### config.mk
export PLATFORM = sky130hd
export DESIGN_NAME = holy_axi_line_master
export DESIGN_NICKNAME = d
export VERILOG_FILES = /design/src/rtl/holy_axi_line_master.sv
export SDC_FILE = /design/constraint.sdc
export NUM_CORES = 1
export LEC_CHECK = 0
export CAP_MARGIN = 40
export CORE_AREA = 2 2 117 119
export DETAILED_ROUTE_END_ITERATION = 8
export DIE_AREA = 0 0 119 121
export PLACE_DENSITY = 0.6
export SLEW_MARGIN = 20
export SYNTH_ARGS = -nofsm -noshare
export SYNTH_HDL_FRONTEND = slang
export SYNTH_SLANG_ARGS = --single-unit
### constraint.sdc
create_clock -name aclk -period 2.95 [get_ports aclk]
set_clock_uncertainty 0.05 [all_clocks]
set_input_delay 0.4425 -clock aclk [delete_from_list [all_inputs] [get_ports aclk]]
set_output_delay 0.4425 -clock aclk [all_outputs]
set_load 0.03 [all_outputs]
### src/rtl/holy_axi_line_master.sv
// holy_axi_line_master
// Moves one whole cache line per request between a HOLY cache line buffer and
// an AXI4 bus, using one INCR burst for a refill (AR/R) or a writeback (AW/W/B).
//
// Ports
//   aclk, aresetn            clock, asynchronous active-low reset
//   req_valid/req_ready      line request handshake (req_ready only in IDLE)
//   req_write, req_addr      1 = writeback, 0 = refill; line address (offset bits dropped)
//   fill_valid/idx/data      refill word strobe, word index, word data
//   wb_idx, wb_data          writeback word index out, word returned by the cache
//   done, err, busy          completion pulse, error flag valid with done, FSM active
//   m_axi_*                  AXI4 master channels AW, W, B, AR, R
//
// Compile-time option HOLY_AXI_WRITE_EN: when defined, the AW/W/B path and
// writebacks are built. When undefined the master is read-only; a write request
// is accepted and answered with done+err and no bus activity.
module holy_axi_line_master #(
  parameter int ADDR_WIDTH = 32,
  parameter int DATA_WIDTH = 32,
  parameter int LINE_WORDS = 16,
  parameter int ID_WIDTH   = 4,
  parameter int AXI_ID     = 0,
  localparam int IDX_WIDTH = (LINE_WORDS > 1) ? $clog2(LINE_WORDS) : 1
) (
  input  logic                    aclk,
  input  logic                    aresetn,
  input  logic                    req_valid,
  output logic                    req_ready,
  input  logic                    req_write,
  input  logic [ADDR_WIDTH-1:0]   req_addr,
  output logic                    fill_valid,
  output logic [IDX_WIDTH-1:0]    fill_idx,
  output logic [DATA_WIDTH-1:0]   fill_data,
  output logic [IDX_WIDTH-1:0]    wb_idx,
  input  logic [DATA_WIDTH-1:0]   wb_data,
  output logic                    done,
  output logic                    err,
  output logic                    busy,
  output logic [ID_WIDTH-1:0]     m_axi_awid,
  output logic [ADDR_WIDTH-1:0]   m_axi_awaddr,
  output logic [7:0]              m_axi_awlen,
  output logic [2:0]              m_axi_awsize,
  output logic [1:0]              m_axi_awburst,
  output logic                    m_axi_awvalid,
  input  logic                    m_axi_awready,
  output logic [DATA_WIDTH-1:0]   m_axi_wdata,
  output logic [DATA_WIDTH/8-1:0] m_axi_wstrb,
  output logic                    m_axi_wlast,
  output logic                    m_axi_wvalid,
  input  logic                    m_axi_wready,
  input  logic [ID_WIDTH-1:0]     m_axi_bid,
  input  logic [1:0]              m_axi_bresp,
  input  logic                    m_axi_bvalid,
  output logic                    m_axi_bready,
  output logic [ID_WIDTH-1:0]     m_axi_arid,
  output logic [ADDR_WIDTH-1:0]   m_axi_araddr,
  output logic [7:0]              m_axi_arlen,
  output logic [2:0]              m_axi_arsize,
  output logic [1:0]              m_axi_arburst,
  output logic                    m_axi_arvalid,
  input  logic                    m_axi_arready,
  input  logic [ID_WIDTH-1:0]     m_axi_rid,
  input  logic [DATA_WIDTH-1:0]   m_axi_rdata,
  input  logic [1:0]              m_axi_rresp,
  input  logic                    m_axi_rlast,
  input  logic                    m_axi_rvalid,
  output logic                    m_axi_rready
);

  localparam int OFF_BITS = $clog2(LINE_WORDS * DATA_WIDTH / 8);
  localparam logic [ADDR_WIDTH-1:0] ADDR_MASK =
    ~((ADDR_WIDTH'(1) << OFF_BITS) - ADDR_WIDTH'(1));
  localparam logic [IDX_WIDTH-1:0] LAST_IDX = IDX_WIDTH'(LINE_WORDS - 1);
  localparam logic [7:0]           AX_LEN   = 8'(LINE_WORDS - 1);
  localparam logic [2:0]           AX_SIZE  = 3'($clog2(DATA_WIDTH / 8));
  localparam logic [ID_WIDTH-1:0]  ID       = ID_WIDTH'(AXI_ID);

  typedef enum logic [2:0] {
    S_IDLE,
    S_AR,
    S_R,
`ifdef HOLY_AXI_WRITE_EN
    S_AW,
    S_W,
    S_B,
`endif
    S_DONE
  } state_t;

  state_t                  state_reg, state_next;
  logic [ADDR_WIDTH-1:0]   addr_reg, addr_next;
  logic [IDX_WIDTH-1:0]    cnt_reg, cnt_next;
  logic                    err_reg, err_next;

  always_ff @(posedge aclk or negedge aresetn) begin
    if (!aresetn) begin
      state_reg <= S_IDLE;
      addr_reg  <= '0;
      cnt_reg   <= '0;
      err_reg   <= 1'b0;
    end else begin
      state_reg <= state_next;
      addr_reg  <= addr_next;
      cnt_reg   <= cnt_next;
      err_reg   <= err_next;
    end
  end

  always_comb begin
    state_next    = state_reg;
    addr_next     = addr_reg;
    cnt_next      = cnt_reg;
    err_next      = err_reg;
    req_ready     = 1'b0;
    fill_valid    = 1'b0;
    fill_data     = '0;
    done          = 1'b0;
    m_axi_arid    = '0;
    m_axi_araddr  = '0;
    m_axi_arlen   = '0;
    m_axi_arsize  = '0;
    m_axi_arburst = '0;
    m_axi_arvalid = 1'b0;
    m_axi_rready  = 1'b0;
    m_axi_awid    = '0;
    m_axi_awaddr  = '0;
    m_axi_awlen   = '0;
    m_axi_awsize  = '0;
    m_axi_awburst = '0;
    m_axi_awvalid = 1'b0;
    m_axi_wdata   = '0;
    m_axi_wstrb   = '0;
    m_axi_wlast   = 1'b0;
    m_axi_wvalid  = 1'b0;
    m_axi_bready  = 1'b0;

    case (state_reg)
      S_IDLE: begin
        req_ready = 1'b1;
        if (req_valid) begin
          addr_next = req_addr & ADDR_MASK;
          cnt_next  = '0;
          err_next  = 1'b0;
`ifdef HOLY_AXI_WRITE_EN
          state_next = req_write ? S_AW : S_AR;
`else
          // Read-only build: a writeback cannot be served, so report it at once.
          if (req_write) begin
            state_next = S_DONE;
            err_next   = 1'b1;
          end else begin
            state_next = S_AR;
          end
`endif
        end
      end

      S_AR: begin
        m_axi_arvalid = 1'b1;
        m_axi_arid    = ID;
        m_axi_araddr  = addr_reg;
        m_axi_arlen   = AX_LEN;
        m_axi_arsize  = AX_SIZE;
        m_axi_arburst = 2'b01;
        if (m_axi_arready) state_next = S_R;
      end

      S_R: begin
        m_axi_rready = 1'b1;
        fill_valid   = m_axi_rvalid;
        fill_data    = m_axi_rdata;
        if (m_axi_rvalid) begin
          if (m_axi_rresp != 2'b00 || m_axi_rid != ID) err_next = 1'b1;
          if (cnt_reg == LAST_IDX) begin
            // Final counted beat; the slave must mark it with rlast.
            state_next = S_DONE;
            cnt_next   = '0;
            if (!m_axi_rlast) err_next = 1'b1;
          end else if (m_axi_rlast) begin
            // Burst cut short by the slave: stop accepting beats.
            state_next = S_DONE;
            cnt_next   = '0;
            err_next   = 1'b1;
          end else begin
            cnt_next = cnt_reg + IDX_WIDTH'(1);
          end
        end
      end

`ifdef HOLY_AXI_WRITE_EN
      S_AW: begin
        m_axi_awvalid = 1'b1;
        m_axi_awid    = ID;
        m_axi_awaddr  = addr_reg;
        m_axi_awlen   = AX_LEN;
        m_axi_awsize  = AX_SIZE;
        m_axi_awburst = 2'b01;
        if (m_axi_awready) state_next = S_W;
      end

      S_W: begin
        m_axi_wvalid = 1'b1;
        m_axi_wdata  = wb_data;
        m_axi_wstrb  = '1;
        m_axi_wlast  = (cnt_reg == LAST_IDX);
        if (m_axi_wready) begin
          if (cnt_reg == LAST_IDX) begin
            state_next = S_B;
            cnt_next   = '0;
          end else begin
            cnt_next = cnt_reg + IDX_WIDTH'(1);
          end
        end
      end

      S_B: begin
        m_axi_bready = 1'b1;
        if (m_axi_bvalid) begin
          if (m_axi_bresp != 2'b00 || m_axi_bid != ID) err_next = 1'b1;
          state_next = S_DONE;
        end
      end
`endif

      S_DONE: begin
        done       = 1'b1;
        state_next = S_IDLE;
      end

      default: state_next = S_IDLE;
    endcase
  end

  assign fill_idx = cnt_reg;
  assign err      = err_reg;
  assign busy     = (state_reg != S_IDLE);

`ifdef HOLY_AXI_WRITE_EN
  assign wb_idx = cnt_reg;
`else
  assign wb_idx = '0;
  // Write-side inputs have no consumer in the read-only build.
  logic unused_write_inputs;
  assign unused_write_inputs = ^{m_axi_awready, m_axi_wready, m_axi_bid,
                                 m_axi_bresp, m_axi_bvalid, wb_data};
`endif

endmodule

==> out/qor.yml <==
clock_network:
  cts_max_path_buffers: 2
  numCtsBuffers: 5
  clock_sinks: 33
  clock-root-buffer: "clkbuf_16"
  htree_levels: 2
  postCtsHoldBufs: 0
  cts_tree: "yes"
  postCtsSetupRepairBufs: 0
  cts_resized: 0
  path_clk_slew_ns: 0.05
  worstSkewPairLatency_ns: 0.27
floorplanning:
  ios: 303
  dieArea_sq_um: 14400
  die_h_microns: 121
  rows: 42
  die_w_microns: 119
  start_util: 0.207
  core_sq_um: 13100
worst_setup_path:
  required_ns: 2.46
  rr_endpoint: "fill_idx[3]$_DFFE_PN0P_"
  worstPathMaxFanout: 34
  arrival_ns: 2.09
  cp-startpoint: "state_reg[1]$_DFFE_PN0P_"
  start_kind: "flop"
  reg2reg_setup_slack_ns: 0.87
  critical_path_class: "flop to primary output"
  r2r_start: "state_reg[0]$_DFFE_PN0P_"
  ff2ff_path_depth: 7
  end_kind: "primary output"
global_routing:
  grt_overflow: 0
  grt_max_degree: 40
  grt_use_total: 0.0793
  antenna_found_initial: 0
  grt_first_pass_wirelength_microns: 9270
  grt_pass1_vias: 1865
route:
  wl_per_cell_microns: 10.3
  drtIter0Drc: 37
  drc: 0
  route.met3.wl_microns: 679
  avgViaCountPerCell: 3.42
  routed_wl_microns: 6260
  topRoutingLayerUsed: "met4"
  wl_met2_microns: 3420
  first_pass_iters: 4
  met1_length_microns: 2140
  vias: 2069
  ant_nets: 0
timing:
  slew_viol_final: 0
  fin_crit_ns: 2.58
  fmax_mhz: 387
  setup-violations-final: 0
  hold_violations: 0
  finalSetupTns_ns: 0
  rsz0062_at_grt: "no"
  fin_crit_sh: 0.875
synth:
  async_reset_ff_frac: 1.00
  synth_area_sq_um: 2700
  syn_area_per_cell_sq_um: 9.39
  ys_types: 26
  synth-main-ff-cell: "dfrtp_1"
  ys_ff_latch: 33
  ys_seq_area_frac: 0.305
  yosysWarnings: 0
  synth_edf_count: 0
  synthCells: 288
hold_path:
  min_to: "addr_reg[8]$_DFFE_PN0P_"
  hold_class: "flop to flop"
  worst_hold_path.num_cells: 1
  worstHoldStart: "addr_reg[8]$_DFFE_PN0P_"
status:
  status: "finished clean"
pwr:
  p_per_area_nw_per_um2: 925
  p_leak_uw: 0.00180
  ir_drop_mv: 0.474
placement:
  placed_cell_area_sq_um: 3900
  gp_congestion: 0.710
  hpwlAfterDp_microns: 5090
  dp_cells: 597
  io_buffers: 145
finish:
  seq_area_sq_um: 826
  syn_to_final_growth_pct: 49.4
  largest_register_ff_count: 26
  fillers: 1375
  instances_no_fill: 605
  num-nets-final: 551
  final_area_sq_um: 4040
  multi_input_area_sq_um: 1350
  antennaDiodeCount: 0
  layout-drive-gt1-share: 0.0909
job:
  maxCapViolCount: 0
[report_power, final]
group / leakage [uW] / switching, uW / internal, uW
registers: 0.000398 / 100 / 667
logic: 0.00134 / 1430 / 1060
clock network: 0.0000652 / 170 / 313
total: 0.00180 / 1700 / 2030
[per-stage QoR]
step | utilization | worst slack [ns] | hold slack [ns] | total power (uW)
6_report | 0.309 | 0.368 | 0.445 | 3740
5_1_grt | 0.309 | 0.232 | 0.454 | 3970
4_1_cts | 0.309 | 0.321 | 0.447 | 3800
2_1_floorplan | - | 0.850 | 0.0969 | 2530
3_3_place_gp | 0.298 | 0.642 | 0.430 | 3250
3_5_place_dp | 0.298 | 0.620 | 0.435 | 3290
[per-layer routing]
layer,track usage,vias to the layer above
li1,-,966
met1,0.0794,962
met2,0.151,136
met3,0.0315,5
met4,0.0216,0
met5,0,-
[kinds of logic after synthesis]
group,synth area share
xor+xnor,0.00324
simple gates,0.173
compound gates,0.0236
other cells,0.00139
mux,0.124
fa+ha+maj,0.0231
flops,0.305
buf+inv,0.346
[cells in the final DEF, fill, tap and decap left out, drive strengths merged, types with 2 or more instances in the layout]
cell type and count:
and2 58, nand2 6, clkbuf 8, nor2 4
nor2b 4, mux2 29, ha 5, clkdlybuf4s50 145
nand3 2, conb 110, buf 4, o21ai 2
a22o 2, dfrtp 33, inv 6
[worst max-delay path, stage by stage, from the launching register on]
cell and delay, ns:
dfrtp_1 0.41, inv_1 0.09, ha_1 0.14, buf_4 0.30, and2_1 0.19, clkdlybuf4s50_1 0.68
[area by class of cell]
class	count	area share
flip-flops and latches	33	0.204
repair buffers	149	0.367
inverters	6	0.00558
clock buffers	8	0.0338
multi-input cells	233	0.335
well taps	176	0.0545
[cell usage after synthesis (2+ instances only)]
master / number / area [sq um]
a22o_1: 2 / 17.5
and2_1: 58 / 363
buf_2: 3 / 15.0
buf_4: 117 / 878
clkbuf_1: 5 / 18.8
dfrtp_1: 33 / 826
ha_1: 5 / 62.6
inv_1: 6 / 22.5
mux2_2: 29 / 327
nand2_1: 6 / 22.5
nand3_1: 2 / 10.0
nor2_1: 4 / 15.0
nor2b_1: 4 / 25.0
o21ai_0: 2 / 10.0
[worst max path at each step]
stage / end / slack (ns) / cells past startpoint
after floorplan: fill_idx[3]$_DFFE_PN0P_ / 0.85 / 8
after global placement: fill_data[13] / 0.64 / 5
after detailed placement: fill_data[13] / 0.62 / 5
after CTS: m_axi_araddr[26] / 0.32 / 5
after global routing: m_axi_araddr[23] / 0.23 / 5
final: m_axi_araddr[26] / 0.37 / 5
(Power assumes the default switching activity.)
